<file path="src/rtl/trace_request_queue_if.sv">
// Handshake bundle between parser, trace_request_queue and memory controller.
// master drives entries/flush/out_ready; slave is the queue itself.
interface trace_request_queue_if #(
    parameter int ADDR_WIDTH  = 36,
    parameter int MEMOP_WIDTH = 2,
    parameter int TIME_WIDTH  = 12,
    parameter int CYCLE_WIDTH = 64,
    parameter int DEPTH       = 16
);
    localparam int CW = $clog2(DEPTH) + 1;
    localparam int DW = TIME_WIDTH + MEMOP_WIDTH + ADDR_WIDTH;

    logic                   in_valid;
    logic                   in_ready;
    logic [DW-1:0]          in_data;
    logic                   flush;
    logic                   out_valid;
    logic                   out_ready;
    logic [TIME_WIDTH-1:0]  out_time;
    logic [MEMOP_WIDTH-1:0] out_op;
    logic [ADDR_WIDTH-1:0]  out_addr;
    logic [CYCLE_WIDTH-1:0] cycle;
    logic [CW-1:0]          count;
    logic                   empty;
    logic                   full;
    logic                   order_err;
    logic [31:0]            stat_issued;
    logic [31:0]            stat_stall;
    logic [CW-1:0]          stat_max_occ;

    modport master (
        output in_valid, in_data, flush, out_ready,
        input  in_ready, out_valid, out_time, out_op, out_addr, cycle, count,
               empty, full, order_err, stat_issued, stat_stall, stat_max_occ
    );

    modport slave (
        input  in_valid, in_data, flush, out_ready,
        output in_ready, out_valid, out_time, out_op, out_addr, cycle, count,
               empty, full, order_err, stat_issued, stat_stall, stat_max_occ
    );
endinterface

</file>
<file path="src/rtl/trace_request_queue.sv">
// Timestamp-gated trace FIFO: head released once cycle >= its time (earliest pop one edge after push);
// in_ready = !full && !flush, no bypass when full. TRQ_STATS_EN builds the statistics counters.
module trace_request_queue #(
    parameter int ADDR_WIDTH  = 36,
    parameter int MEMOP_WIDTH = 2,
    parameter int TIME_WIDTH  = 12,
    parameter int CYCLE_WIDTH = 64,
    parameter int DEPTH       = 16
) (
    input logic                   clk,
    input logic                   rst_n,
    trace_request_queue_if.slave  bus
);
    localparam int PW = $clog2(DEPTH);
    localparam int CW = PW + 1;

    typedef struct packed {
        logic [TIME_WIDTH-1:0]  t;
        logic [MEMOP_WIDTH-1:0] op;
        logic [ADDR_WIDTH-1:0]  addr;
    } entry_t;

    entry_t                 mem [DEPTH];
    logic [PW-1:0]          wr_ptr;
    logic [PW-1:0]          rd_ptr;
    logic [CW-1:0]          count_q;
    logic [CYCLE_WIDTH-1:0] cycle_q;
    logic [TIME_WIDTH-1:0]  last_time;
    logic                   order_err_q;

    entry_t in_ent;
    entry_t head;
    logic   empty_w, full_w, in_ready_w, out_valid_w, push, pop;

    assign in_ent      = entry_t'(bus.in_data);
    assign empty_w     = (count_q == '0);
    assign full_w      = (count_q == CW'(DEPTH));
    assign head        = empty_w ? entry_t'('0) : mem[rd_ptr];
    assign in_ready_w  = !full_w && !bus.flush;
    assign out_valid_w = !empty_w && (cycle_q >= CYCLE_WIDTH'(head.t));
    assign push        = bus.in_valid && in_ready_w;
    assign pop         = out_valid_w && bus.out_ready && !bus.flush;

    assign bus.in_ready  = in_ready_w;
    assign bus.out_valid = out_valid_w;
    assign bus.out_time  = head.t;
    assign bus.out_op    = head.op;
    assign bus.out_addr  = head.addr;
    assign bus.cycle     = cycle_q;
    assign bus.count     = count_q;
    assign bus.empty     = empty_w;
    assign bus.full      = full_w;
    assign bus.order_err = order_err_q;

    always_ff @(posedge clk) begin
        if (rst_n && push) begin
            mem[wr_ptr] <= in_ent;
        end
    end

    always_ff @(posedge clk) begin
        if (!rst_n) begin
            wr_ptr      <= '0;
            rd_ptr      <= '0;
            count_q     <= '0;
            cycle_q     <= '0;
            last_time   <= '0;
            order_err_q <= 1'b0;
        end else begin
            cycle_q <= cycle_q + 1'b1;
            if (bus.flush) begin
                wr_ptr      <= '0;
                rd_ptr      <= '0;
                count_q     <= '0;
                last_time   <= '0;
                order_err_q <= 1'b0;
            end else begin
                if (push) begin
                    wr_ptr    <= wr_ptr + 1'b1;
                    last_time <= in_ent.t;
                    // Out-of-order entries are still queued; they simply become eligible at once.
                    if (in_ent.t < last_time) begin
                        order_err_q <= 1'b1;
                    end
                end
                if (pop) begin
                    rd_ptr <= rd_ptr + 1'b1;
                end
                case ({push, pop})
                    2'b10:   count_q <= count_q + 1'b1;
                    2'b01:   count_q <= count_q - 1'b1;
                    default: count_q <= count_q;
                endcase
            end
        end
    end

`ifdef TRQ_STATS_EN
    logic [31:0]   issued_q;
    logic [31:0]   stall_q;
    logic [CW-1:0] max_occ_q;

    always_ff @(posedge clk) begin
        if (!rst_n) begin
            issued_q  <= '0;
            stall_q   <= '0;
            max_occ_q <= '0;
        end else begin
            if (pop && (issued_q != '1)) begin
                issued_q <= issued_q + 1'b1;
            end
            if (out_valid_w && !bus.out_ready && (stall_q != '1)) begin
                stall_q <= stall_q + 1'b1;
            end
            if (count_q > max_occ_q) begin
                max_occ_q <= count_q;
            end
        end
    end

    assign bus.stat_issued  = issued_q;
    assign bus.stat_stall   = stall_q;
    assign bus.stat_max_occ = max_occ_q;
`else
    assign bus.stat_issued  = '0;
    assign bus.stat_stall   = '0;
    assign bus.stat_max_occ = '0;
`endif
endmodule

</file>
<file path="src/flat_wrapper.sv">
// flat-port wrapper written by rule: the top's interface ports become plain ports
module trace_request_queue_flat 
#(
    parameter int ADDR_WIDTH  = 36,
    parameter int MEMOP_WIDTH = 2,
    parameter int TIME_WIDTH  = 12,
    parameter int CYCLE_WIDTH = 64,
    parameter int DEPTH       = 16
)
  (clk, rst_n, bus_in_valid, bus_in_data, bus_flush, bus_out_ready, bus_in_ready, bus_out_valid, bus_out_time, bus_out_op, bus_out_addr, bus_cycle, bus_count, bus_empty, bus_full, bus_order_err, bus_stat_issued, bus_stat_stall, bus_stat_max_occ);
  trace_request_queue_if #(.ADDR_WIDTH(ADDR_WIDTH), .MEMOP_WIDTH(MEMOP_WIDTH), .TIME_WIDTH(TIME_WIDTH), .CYCLE_WIDTH(CYCLE_WIDTH), .DEPTH(DEPTH)) bus_i ();
  input logic clk;
  input logic rst_n;
  input wire logic [$bits(bus_i.in_valid)-1:0] bus_in_valid;
  input wire logic [$bits(bus_i.in_data)-1:0] bus_in_data;
  input wire logic [$bits(bus_i.flush)-1:0] bus_flush;
  input wire logic [$bits(bus_i.out_ready)-1:0] bus_out_ready;
  output wire logic [$bits(bus_i.in_ready)-1:0] bus_in_ready;
  output wire logic [$bits(bus_i.out_valid)-1:0] bus_out_valid;
  output wire logic [$bits(bus_i.out_time)-1:0] bus_out_time;
  output wire logic [$bits(bus_i.out_op)-1:0] bus_out_op;
  output wire logic [$bits(bus_i.out_addr)-1:0] bus_out_addr;
  output wire logic [$bits(bus_i.cycle)-1:0] bus_cycle;
  output wire logic [$bits(bus_i.count)-1:0] bus_count;
  output wire logic [$bits(bus_i.empty)-1:0] bus_empty;
  output wire logic [$bits(bus_i.full)-1:0] bus_full;
  output wire logic [$bits(bus_i.order_err)-1:0] bus_order_err;
  output wire logic [$bits(bus_i.stat_issued)-1:0] bus_stat_issued;
  output wire logic [$bits(bus_i.stat_stall)-1:0] bus_stat_stall;
  output wire logic [$bits(bus_i.stat_max_occ)-1:0] bus_stat_max_occ;
  assign bus_i.in_valid = bus_in_valid;
  assign bus_i.in_data = bus_in_data;
  assign bus_i.flush = bus_flush;
  assign bus_i.out_ready = bus_out_ready;
  assign bus_in_ready = bus_i.in_ready;
  assign bus_out_valid = bus_i.out_valid;
  assign bus_out_time = bus_i.out_time;
  assign bus_out_op = bus_i.out_op;
  assign bus_out_addr = bus_i.out_addr;
  assign bus_cycle = bus_i.cycle;
  assign bus_count = bus_i.count;
  assign bus_empty = bus_i.empty;
  assign bus_full = bus_i.full;
  assign bus_order_err = bus_i.order_err;
  assign bus_stat_issued = bus_i.stat_issued;
  assign bus_stat_stall = bus_i.stat_stall;
  assign bus_stat_max_occ = bus_i.stat_max_occ;
  trace_request_queue #(.ADDR_WIDTH(ADDR_WIDTH), .MEMOP_WIDTH(MEMOP_WIDTH), .TIME_WIDTH(TIME_WIDTH), .CYCLE_WIDTH(CYCLE_WIDTH), .DEPTH(DEPTH)) u_core (.clk(clk), .rst_n(rst_n), .bus(bus_i));
endmodule
</file>
<file path="config.mk">
export PLATFORM = sky130hd
export DESIGN_NAME = trace_request_queue_flat
export DESIGN_NICKNAME = d
export VERILOG_FILES = /design/src/rtl/trace_request_queue_if.sv /design/src/rtl/trace_request_queue.sv /design/src/flat_wrapper.sv
export SDC_FILE = /design/constraint.sdc
export NUM_CORES = 1
export LEC_CHECK = 0
export BUFFER_PORTS_ARGS = -buffer_cell sky130_fd_sc_hd__clkbuf_2
export CORE_UTILIZATION = 47
export CTS_CLUSTER_SIZE = 10
export DETAILED_ROUTE_END_ITERATION = 8
export HOLD_SLACK_MARGIN = 0.08
export PLACE_DENSITY = 0.62
export SLEW_MARGIN = 30
export SYNTH_ARGS = -nofsm -noshare
export SYNTH_HDL_FRONTEND = slang
export SYNTH_SLANG_ARGS = --single-unit
</file>
<file path="constraint.sdc">
create_clock -name clk -period 7.8 [get_ports clk]
set_input_delay 0 -clock clk [delete_from_list [all_inputs] [get_ports clk]]
set_output_delay 0 -clock clk [all_outputs]
set_load 0.02 [all_outputs]
</file>
---- After elaboration in Yosys (flattened, before gate mapping) ----
Memory sizes are Yosys's and may differ from the RTL's. A register that Yosys moved wholly into a read port is not among the register bits.
Cells that the tools add are included.
operators by class
  add/subtract/negate cells ............... 5
  $lt $le $gt $ge ......................... 2
  eq/ne operators ......................... 3
  muxes and demuxes ....................... 6
  bitwise logic cells ..................... 1
  reductions and logical operators ........ 13
operator list
  cell                                                  count
  adder 64 x 1 -> 64 bit (second input constant)        1
  greater-or-equal comparator 64 x 12 -> 1 bit          1
  two-way mux 50 bit                                    1
  less-than comparator 12 bit                           1
  one-hot mux 5 bit (2 select lines)                    1
  adder 4 x 1 -> 4 bit (second input constant)          2
  two-way mux 4 bit                                     2
  logical AND 1 bit                                     6
  adder 5 x 1 -> 5 bit (second input constant)          1
  equality test 5 bit (second input constant)           1
  zero test 5 bit                                       1
  subtractor 5 x 1 -> 5 bit (second input constant)     1
  zero test 1 bit                                       3
  equality test 2 x 1 -> 1 bit (second input constant)  1
  equality test 2 bit (second input constant)           1
  two-way mux 1 bit                                     2
  AND reduction 2 bit                                   1
  nonzero test 2 bit                                    1
  OR reduction 2 bit                                    1
  NOT 1 bit                                             1
storage, ports and cells
  bits in registers ....................... 90
  memory bits (writable) .................. 800
  output and inout port bits .............. 193
  word-level logic and storage cells ...... 37
  memories kept ........................... 1
memories
  memory      depth  width  rd ports  clocked after Yosys merged registers in  wr ports  RTL line                   text
  u_core.mem  16     50     1         1                                        1         trace_request_queue.sv:23  entry_t mem [DEPTH];

---- Logic depth before layout (Yosys ltp) ----
Gate-level depths: netlist of the first run.
  depth after elaboration ................. 8
  gate-level depth with buffers ........... 21

---- Worst setup path before layout of the first run ----
No wires, ideal clock.
  path kind ............................... register to register
  from .................................... register u_core.count_q[0], in the netlist u_core.bus.count[0]
  to ...................................... memory u_core.mem[1][0] (netlist bit) (enable)
  library setup time ...................... 0.519 ns
  arrival time ............................ 5.229 ns
  slack ................................... 2.051 ns
  cell stages (with the launch flop) ...... 8
  path buffers ............................ 2
  period minus slack after synthesis ...... 5.749 ns
  cells stage by stage .................... dfxtp_1 > nor4_1 > a21oi_1 > and2_1 > clkbuf_1 > buf_1 > nand3_1 > nor3_1
between the ends
  longest elaborated chain between the ends .. 7
ends and longest elaborated chain
  item                                     RTL line                   text
  start: declaration                       trace_request_queue.sv:26  logic [CW-1:0] count_q;
  start signal: assignment                 trace_request_queue.sv:90  2'b10: count_q <= count_q + 1'b1;
  start signal: assignment                 trace_request_queue.sv:91  2'b01: count_q <= count_q - 1'b1;
  start signal: assignment                 trace_request_queue.sv:92  default: count_q <= count_q;
  equality test 5 bit                      trace_request_queue.sv:37  assign full_w = (count_q == CW'(DEPTH));
  zero test 1 bit                          trace_request_queue.sv:39  assign in_ready_w = !full_w && !bus.flush;
  logical AND 1 bit                        trace_request_queue.sv:39
  named net bus_in_ready                   flat_wrapper.sv:18         output wire logic [$bits(bus_i.in_ready)-1:0] bus_in_ready;
  logical AND 1 bit                        trace_request_queue.sv:41  assign push = bus.in_valid && in_ready_w;
  logical AND 1 bit                        trace_request_queue.sv:56  if (rst_n && push) begin
  two-way mux 1 bit                        trace_request_queue.sv:56
  two-way mux 1 bit (not written as such)  trace_request_queue.sv:57  mem[wr_ptr] <= in_ent;
  end: declaration                         trace_request_queue.sv:23
The timed path passes the listed nets, and every way through them passes these cells.

==> qor.csv, run 1 <==
metric,value,unit
status,finished clean,
RSZ-0062 raised after global routing,no,
area of the core region,75820,sq um
first-pass GRT wire length,120.9,mm
maximum clock insertion buffer count,3,
post-layout power,9.652,mW
number of global-route vias before repair,18670,
Port Buffer Count,178,
critical path's largest stage delay,910,ps
final critical path time including I/O delays and setup,5586,ps
overall die width,278.4,microns
total die area,77530,sq um
tightest slew margin relative to the limit,34.13,%
total number of vias,18050,
final WL,81.10,mm
critical path data arrival time,6110,ps
cts hold-fix bufs,60,
cells after synthesis,1872,
number of antenna violations at the first check in global routing,2,
post-synthesis to final-layout area growth,14.97,%
post-synthesis instance area,35920,sq um
row count,101,
largest net degree at the start of global routing,113,
number of levels the H-tree was split into,3,
number of buffers created by CTS,101,
routability congestion estimate,0.8040,
Clock Root Buffer,clkbuf_16,
most used cells in the layout excluding fill and tap cells,"edfxtp_1 (800), mux4_2 (239), clkbuf_2 (178)",
post-cts sizing count,0,
count of maximum capacitance violations,0,
class of the tightest hold or removal check,input port to register,
starting density of the core,47.37,%
Avg Synthesized Cell Area,19.19,sq um
number of post-CTS setup repair buffers,0,
CP Cell Sequence,buf_4 -> mux4_2 -> mux2i_1 -> nand2_1 -> o21ai_0 -> or2_2 -> ha_1 -> nand4_1 -> a311oi_1 -> a31oi_1 -> a21oi_2 -> ha_1 -> inv_1 -> fa_1 -> nor2b_1 -> o21ai_0 -> and3_1 -> nor3_1 -> xnor2_1 -> nor2_1,
wire per inst,25.63,microns
standard cell with the maximum stage delay on the critical path,dfxtp_4,
global routing usage summed across all routing layers,21.26,%
overall die height,278.4,microns
area occupied by registers,25920,sq um
largest vdd supply drop,0.1928,mV
Starting DRT DRC Count,1409,
DRC errors left,0,
Seq cells post-synth,894,
global-route congestion overflow total,0,
filler instances,5879,
Clock Skews,26.70,ps
number of hold-slack violations in the final timing report,0,
TritonCTS clock tree,yes,
kind of end point of the critical path,register,
count of yosys warnings during synthesis,0,
worst slew pin tran,988.0,ps
kind of cell adding the most delay to the critical path,compound AO/OA/AOI/OAI gates,
worst skew pair latency,650,ps
fin. max-slew vios,0,
CP required,8320,ps
area of combinational cells with multiple inputs,9375,sq um
final cycle utilization of the critical path,71.62,%
post-route ant nets,0,
Num Clock Sinks,894,
leakage power figure,13.53,nW
Ports,248,
"most common cell after layout, fill and taps aside",edfxtp_1,
DPL Wire Length,42.99,mm
number of distinct library cells after synthesis,50,
clock transition time at the flip-flop clock pins of the worst setup and hold paths,60,ps
Worst setup SP type,register,
"Seq/Total Area, Yosys",72.12,%
setup-violating endpoint count in the final report,0,
Sum Neg Setup Slack,0,ps
power density over the cells,233.7,nW/um^2
highest net fanout along the worst path,42,
layout cell share with drive strength beyond 1,28.18,%
number of search-and-repair iterations in the first detailed-routing pass,7,
Max Freq,179.0,MHz
Crit Path Category,register to register,
buffers and inverters on the worst path,2,
final-stage net count,2246,
number of diodes,0,
vias per std cell,5.705,
[metal layers]
layer / up-vias / wire length, microns / GRT usage (%)
met5: - / 23 / 0
met3: 128 / 4376 / 3.434
met1: 9519 / 34510 / 29.51
met4: 4 / 1789 / 5.624
li1: 7837 / - / -
met2: 563 / 40410 / 35.13
[cell type report]
| type | count | area share, % |
|---|---|---|
| Clock buffer | 123 | 6.393 |
| Clock inverter | 9 | 0.4212 |
| Inverter | 42 | 0.3818 |
| Multi-Input combinational cell | 849 | 22.70 |
| Sequential cell | 894 | 62.77 |
| Tap cell | 978 | 2.963 |
| Timing Repair Buffer | 269 | 4.369 |
[state kept, by name (all words and copies together) (netlist names), named ones only]
signal                flops
u_core.mem              800
u_core.bus.order_err      1
u_core.bus.cycle         64
u_core.wr_ptr             4
u_core.bus.count          5
u_core.rd_ptr             4
u_core.last_time         12
[synthesized netlist by cell type (all sizes together)]
cell type	number	share of area (%)
xor2	40	0.98
a31oi	1	0.017
fa	1	0.056
mux2i	11	0.31
edfxtp	800	67
nor4	18	0.36
nor2	30	0.31
mux2	11	0.34
dfxtp	94	5.2
or2	12	0.21
conb	1	0.010
a21o	4	0.087
buf	98	1.8
clkbuf	57	0.60
a21oi	27	0.39
a2111o	1	0.031
o21ai	21	0.29
nand2	69	0.72
ha	33	1.1
xnor2	25	0.61
or3	7	0.12
nand3	27	0.40
o211ai	2	0.042
or4	3	0.084
nand4	20	0.35
a211oi	2	0.042
a311oi	1	0.024
nand3b	2	0.042
nor3b	2	0.042
and3	9	0.16
and2	102	1.8
mux4	239	15
a211o	2	0.049
nor2b	8	0.14
nor3	31	0.45
a21boi	4	0.084
nand2b	7	0.12
and4	7	0.17
nor4b	1	0.066
inv	42	0.44
[path summary, 6_finish.rpt]
path / from / to / slack (ps) / cells past startpoint
setup / recovery: register / u_core.bus.count[4] / 2210 / 20
hold / removal: bus_in_data[26] / u_core.mem[8][26] / 280 / 2
setup reg to reg: register / u_core.bus.count[4] / 2210 / 20
hold reg to reg: u_core.last_time[1] / u_core.last_time[1] / 450 / 2
[kinds of logic after synthesis]
family | after synthesis | share of synthesized area [%]
other | 1 | 0.01044
muxes | 261 | 15.64
buffers and inverters | 197 | 2.857
and+or+nand+nor | 355 | 5.525
AOI/OAI and AO/OA | 65 | 1.056
xor gates and xnor gates | 65 | 1.585
DFF | 894 | 72.12
adders and majority gates | 34 | 1.205
[power by group]
| group | switching, mW | total, mW | internal [mW] |
|---|---|---|---|
| Clock | 1.76 | 4.17 | 2.42 |
| Combinational | 0.170 | 0.246 | 0.0759 |
| Sequential | 0.00718 | 5.23 | 5.23 |
| Total | 1.93 | 9.65 | 7.72 |
[through the flow]
stage | instances | hold slack [ps] | setup WS [ps] | utilization, % | area, sq um
6_report | 3164 | 283.3 | 2214 | 54.46 | 41290
5_1_grt | 3164 | 295.9 | 1596 | 54.46 | 41290
4_1_cts | 3161 | 251.8 | 2119 | 54.34 | 41200
3_5_place_dp | 2969 | 415.4 | 2134 | 49.84 | 37790
3_3_place_gp | 2969 | 380.6 | 2256 | 49.81 | 37770
2_1_floorplan | 1940 | 81.54 | 2051 | - | 36170
(Power assumes the default switching activity.)
==> run 2: changes to the inputs <==
==> constraint.sdc (replaced) <==
create_clock -name clk -period 5.4 [get_ports clk]
set_input_delay 0 -clock clk [delete_from_list [all_inputs] [get_ports clk]]
set_output_delay 0 -clock clk [all_outputs]
set_load 0.02 [all_outputs]
==> qor.csv, run 2 (synthesis gave the netlist of run 1 again) <==
metric,value,unit,change
status,finished clean,,
DPL Wire Length,44.14,mm,+2.7%
count of maximum capacitance violations,0,,unchanged
critical path data arrival time,5540,ps,-570 ps
number of hold-slack violations in the final timing report,0,,unchanged
Reg2Reg Capture Point,u_core.bus.count[4],,
Gate power share,2.6,%,about the same
total number of vias,18090,,+0.23%
number of post-CTS setup repair buffers,0,,unchanged
Crit Path Category,register to register,,
DRC errors left,0,,unchanged
final WL,80.77,mm,-0.41%
number of antenna violations at the first check in global routing,4,,+2
final critical path time including I/O delays and setup,5036,ps,-550.0 ps
Clock Skews,26.35,ps,-0.3467 ps
highest net fanout along the worst path,26,,-38%
worst-case reg-to-reg path depth,19,,-5.0%
power density over the cells,335.8,nW/um^2,+44%
hold path endpoint,u_core.mem[3][25],,
Starting DRT DRC Count,1557,,+11%
first-pass GRT wire length,120.1,mm,-0.63%
vias per std cell,5.686,,-0.34%
largest net degree at the start of global routing,75,,-34%
post-cts sizing count,0,,unchanged
largest vdd supply drop,0.2613,mV,+36%
Port Buffer Count,178,,unchanged
fraction of power consumed by sequential logic,54.2,%,about the same
overall die width,278.4,microns,unchanged
internal power of the cells,11.13,mW,+44%
Min-Delay Path Depth,2,,unchanged
min-delay src,bus_in_data[25],,
number of search-and-repair iterations in the first detailed-routing pass,7,,unchanged
RSZ-0062 raised after global routing,no,,
class of the tightest hold or removal check,input port to register,,
number of global-route vias before repair,18840,,+0.91%
final cycle utilization of the critical path,93.27,%,+22 points
overall die height,278.4,microns,unchanged
clock transition time at the flip-flop clock pins of the worst setup and hold paths,60,ps,about the same
proportion of power drawn by the clock network,43.3,%,about the same
global routing usage summed across all routing layers,21.06,%,-0.21 points
TritonCTS clock tree,yes,,
"reg-to-reg slack, setup",360,ps,-1850 ps
starting density of the core,47.37,%,unchanged
filler instances,5862,,-0.29%
Sum Neg Setup Slack,0,ps,unchanged
global-route congestion overflow total,0,,unchanged
fin. max-slew vios,0,,unchanged
number of levels the H-tree was split into,3,,unchanged
area of the core region,75820,sq um,unchanged
Max Freq,198.6,MHz,+11%
routability congestion estimate,0.8051,,+0.14%
worst skew pair latency,650,ps,about the same
switching power as a share of total power,20.16,%,+0.12 points
leakage power figure,13.62,nW,+0.68%
Largest register FFs,800,,unchanged
Worst setup SP type,register,,
final-stage net count,2263,,+0.76%
setup-violating endpoint count in the final report,0,,unchanged
wire per inst,25.38,microns,-0.97%
post-route ant nets,0,,unchanged
tightest slew margin relative to the limit,36.04,%,+1.9 points
post-synthesis to final-layout area growth,15.62,%,
kind of end point of the critical path,register,,
total die area,77530,sq um,unchanged
"most common cell after layout, fill and taps aside",edfxtp_1,,
net switching power of the design,2.811,mW,+45%
CP required,5910,ps,-2410 ps
Clock Root Buffer,clkbuf_16,,
most used cells in the layout excluding fill and tap cells,"edfxtp_1 (800), mux4_2 (239), clkbuf_2 (178)",,
Num Clock Sinks,894,,unchanged
number of buffers created by CTS,101,,unchanged
layout cell share with drive strength beyond 1,28.60,%,+0.42 points
maximum clock insertion buffer count,3,,unchanged
row count,101,,unchanged
core occupancy in the finished layout,54.77,%,+0.31 points
post-layout power,13.95,mW,+44%
largest reg by FF count,u_core.mem,,
Ports,248,,unchanged
worst slew pin tran,956.2,ps,-31.75 ps
-- run 2: cell types whose count changed in the layout (fill, tap and decap cells not counted), moves of 3 or more --
| cell | delta |
|---|---|
| buf_4 | +7 |
| dlygate4sd3_1 | +4 |
| buf_12 | +10 |
| clkinv_2 | +3 |
| buf_6 | -3 |
-- run 2: how the worst max path moves through the flow --
stage / endpoint / slack [ps] / cells past startpoint
after global placement: u_core.bus.count[4] / 440 / 19
after CTS: u_core.bus.count[4] / 310 / 19
after global routing: u_core.bus.count[4] / 50 / 21
after detailed placement: u_core.bus.count[4] / 330 / 19
final: u_core.bus.count[4] / 360 / 19
after floorplan: u_core.bus.count[4] / 710 / 18
-- run 2: layout make-up --
type | instances | area (sq um) | share of cell area [%]
clock inverter | 9 | 142.6 | 0.3435
multi-input combinational | 849 | 9382 | 22.59
clock buffer | 123 | 2663 | 6.412
timing repair buffer | 286 | 2036 | 4.902
inverter | 42 | 157.7 | 0.3796
antenna | 1 | 2.502 | 0.006026
tap | 978 | 1224 | 2.947
sequential | 894 | 25920 | 62.42
-- run 2: worst max-delay path, cell delays in order, from the launching register on --
cell and delay [ps]:
dfxtp_4 600, buf_12 280, mux4_2 530, mux2_2 280, o21ai_0 370, or2_2 220, ha_1 140, nand4_1 120
a311oi_1 340, a31oi_1 130, a21oi_2 220, ha_1 260, inv_1 100, fa_1 380, nor2b_1 180, o21ai_0 130
and3_1 200, nor3_1 200, xnor2_1 150, nor2_1 60
-- run 2: timing repair --
item	4_1_cts	5_1_grt
hold buffers	64	0
setup endpoints to repair	0	0
endpoints found under the hold margin	888	0
-- run 2: routing by layer --
| layer | track usage [%] | up-vias | part of all wire (%) | wire, microns |
|---|---|---|---|---|
| li1 | - | 7879 | - | - |
| met1 | 28.77 | 9590 | 42 | 34100 |
| met2 | 35.53 | 493 | 51 | 41050 |
| met3 | 2.905 | 124 | 4.7 | 3821 |
| met4 | 5.865 | 6 | 2.2 | 1774 |
| met5 | 0 | - | 0.037 | 30 |
-- run 2: through the flow --
step                instance area [sq um]  worst slack, ps  hold WS (ps)  cells
global placement                    38040            442.7         364.8   2984
CTS                                 41490            314.7         255.3   3180
global route                        41530            47.48         301.1   3182
finish                              41530            363.6         294.0   3182
floorplan                           36190            708.1         81.54   1940
detailed placement                  38040            331.2         354.9   2984
-- run 2: power groups by stage --
stage                     Clock, mW  Sequential, mW  Combinational [mW]
final                          6.03            7.56               0.357
after global routing           6.41            7.55               0.390
after CTS                      6.17            7.55               0.360
after detailed placement          0            7.70               0.320
after global placement            0            7.70               0.308
after floorplan                   0            7.70               0.198
==> run 3: changes to the inputs <==
--- a/config.mk
+++ b/config.mk
@@ -7,7 +7,6 @@
 export LEC_CHECK = 0
 export BUFFER_PORTS_ARGS = -buffer_cell sky130_fd_sc_hd__clkbuf_2
 export CORE_UTILIZATION = 47
-export CTS_CLUSTER_SIZE = 10
 export DETAILED_ROUTE_END_ITERATION = 8
 export HOLD_SLACK_MARGIN = 0.08
 export PLACE_DENSITY = 0.62
==> constraint.sdc (replaced) <==
create_clock -name clk -period 5.4 [get_ports clk]
set_input_delay 0 -clock clk [delete_from_list [all_inputs] [get_ports clk]]
set_output_delay 0 -clock clk [all_outputs]
set_load 0.01 [all_outputs]
==> qor.csv, run 3 (synthesis gave the netlist of run 1 again) <==
metric,value,unit,change
leakage power figure,13.77,nW,+1.1%
routability congestion estimate,0.8051,,unchanged
"reg-to-reg slack, setup",440,ps,+70 ps
largest vdd supply drop,0.3021,mV,+16%
Clock Skews,17.31,ps,-9.042 ps
number of post-CTS setup repair buffers,0,,unchanged
Max Freq,201.5,MHz,+1.5%
cts hold-fix bufs,58,,-9.4%
number of antenna violations at the first check in global routing,4,,unchanged
global-route congestion overflow total,0,,unchanged
area of the core region,75820,sq um,unchanged
Worst setup SP type,register,,
min-delay src,bus_in_data[22],,
CP required,5910,ps,about the same
internal power of the cells,11.58,mW,+4.0%
wire per inst,25.09,microns,-1.1%
setup-violating endpoint count in the final report,0,,unchanged
total number of vias,18060,,-0.17%
fraction of power consumed by sequential logic,52.2,%,-2.0 points
Largest register FFs,800,,unchanged
kind of end point of the critical path,register,,
Gate power share,2.2,%,-0.4 points
final WL,80.57,mm,-0.25%
TritonCTS clock tree,yes,,
Min-Delay Path Depth,2,,unchanged
post-synthesis to final-layout area growth,16.44,%,
worst-case reg-to-reg path depth,19,,unchanged
final critical path time including I/O delays and setup,4964,ps,-72.41 ps
status,finished clean,,
final cycle utilization of the critical path,91.93,%,-1.3 points
worst slew pin tran,968.8,ps,+12.54 ps
overall die width,278.4,microns,unchanged
hold path endpoint,u_core.mem[2][22],,
switching power as a share of total power,19.94,%,-0.22 points
"most common cell after layout, fill and taps aside",edfxtp_1,,
tightest slew margin relative to the limit,35.20,%,-0.84 points
number of hold-slack violations in the final timing report,0,,unchanged
Starting DRT DRC Count,1572,,+0.96%
starting density of the core,47.37,%,unchanged
fin. max-slew vios,0,,unchanged
DRC errors left,0,,unchanged
overall die height,278.4,microns,unchanged
number of buffers created by CTS,92,,-8.9%
clock transition time at the flip-flop clock pins of the worst setup and hold paths,60,ps,about the same
highest net fanout along the worst path,26,,unchanged
class of the tightest hold or removal check,input port to register,,
post-cts sizing count,0,,unchanged
Sum Neg Setup Slack,0,ps,unchanged
DPL Wire Length,44.14,mm,unchanged
filler instances,5855,,-0.12%
critical path data arrival time,5470,ps,-70 ps
proportion of power drawn by the clock network,45.6,%,+2.3 points
layout cell share with drive strength beyond 1,29.17,%,+0.57 points
maximum clock insertion buffer count,3,,unchanged
total die area,77530,sq um,unchanged
global routing usage summed across all routing layers,20.97,%,-0.091 points
Crit Path Category,register to register,,
largest net degree at the start of global routing,75,,unchanged
number of levels the H-tree was split into,3,,unchanged
vias per std cell,5.625,,-1.1%
Clock Root Buffer,clkbuf_16,,
largest reg by FF count,u_core.mem,,
number of search-and-repair iterations in the first detailed-routing pass,5,,-2
power density over the cells,345.9,nW/um^2,+3.0%
count of maximum capacitance violations,0,,unchanged
number of global-route vias before repair,18670,,-0.88%
row count,101,,unchanged
Reg2Reg Capture Point,u_core.bus.count[4],,
RSZ-0062 raised after global routing,no,,
Ports,248,,unchanged
Num Clock Sinks,894,,unchanged
post-route ant nets,0,,unchanged
most used cells in the layout excluding fill and tap cells,"edfxtp_1 (800), mux4_2 (239), clkbuf_2 (178)",,
Port Buffer Count,178,,unchanged
net switching power of the design,2.884,mW,+2.6%
worst hold slack after final layout,293.4,ps,-0.6270 ps
first-pass GRT wire length,119.6,mm,-0.49%
worst skew pair latency,640,ps,about the same
final-stage net count,2248,,-0.66%
## run 3: cell types whose count changed in the layout (fill, tap and decap cells not counted), sizes merged
cell / previous run / this run
dlygate4sd3: 64 / 58
bufinv: 1 / 16
clkinv: 5 / 41
clkbuf: 301 / 282
clkinvlp: 0 / 3
## run 3: per-layer routing
layer | wire length, microns | share of wire [%] | up-vias | global-route usage [%]
met5 | 30 | 0.037 | - | 0
met4 | 1631 | 2.0 | 6 | 5.341
met3 | 3447 | 4.3 | 113 | 3.190
met2 | 41040 | 51 | 399 | 35.37
met1 | 34420 | 43 | 9643 | 28.65
li1 | - | - | 7901 | -
## run 3: layout make-up
cell class / count / area [sq um] / share of cell area, %
antenna: 1 / 2.502 / 0.005984
clock buffer: 104 / 2369 / 5.664
clock inverter: 63 / 790.8 / 1.891
inverter: 42 / 157.7 / 0.3770
multi-input combinational: 849 / 9382 / 22.43
sequential: 894 / 25920 / 61.98
tap: 978 / 1224 / 2.926
timing repair buffer: 280 / 1976 / 4.724
## run 3: how the worst max path moves through the flow
stage          depth (start not counted)  slack (ps)  startpoint                  end
2_1_floorplan                         18         760    register  u_core.bus.count[4]
5_1_grt                               21          40    register  u_core.bus.count[4]
4_1_cts                               19         320    register  u_core.bus.count[4]
6_report                              19         440    register  u_core.bus.count[4]
3_5_place_dp                          19         330    register  u_core.bus.count[4]
3_3_place_gp                          19         440    register  u_core.bus.count[4]
## run 3: power groups by stage
| stage | clock [mW] | sequential [mW] | combinational (mW) |
|---|---|---|---|
| global placement | 0 | 7.70 | 0.276 |
| finish | 6.60 | 7.55 | 0.322 |
| floorplan | 0 | 7.70 | 0.167 |
| global route | 6.98 | 7.55 | 0.355 |
| CTS | 6.72 | 7.55 | 0.325 |
| detailed placement | 0 | 7.70 | 0.288 |
## run 3: critical path, stage by stage (launching register included)
cell	delay, ps
dfxtp_4	590
buf_12	280
mux4_2	550
mux2_2	270
o21ai_0	360
or2_2	210
ha_1	150
nand3_1	70
a311oi_1	320
a31oi_1	120
a21oi_2	230
ha_1	270
inv_1	100
fa_1	380
nor2b_1	180
o21ai_0	130
and3_1	200
nor3_1	200
xnor2_1	150
nor2_1	60
## run 3: metrics by stage
stage	setup WS [ps]	cell area (sq um)	util (%)	instances	power, mW
CTS	320.6	41780	55.11	3209	14.60
finish	436.0	41820	55.16	3211	14.47
floorplan	762.0	36190	-	1940	7.867
global placement	442.7	38040	50.17	2984	7.972
detailed placement	331.2	38040	50.17	2984	7.985
global route	43.50	41820	55.16	3211	14.88
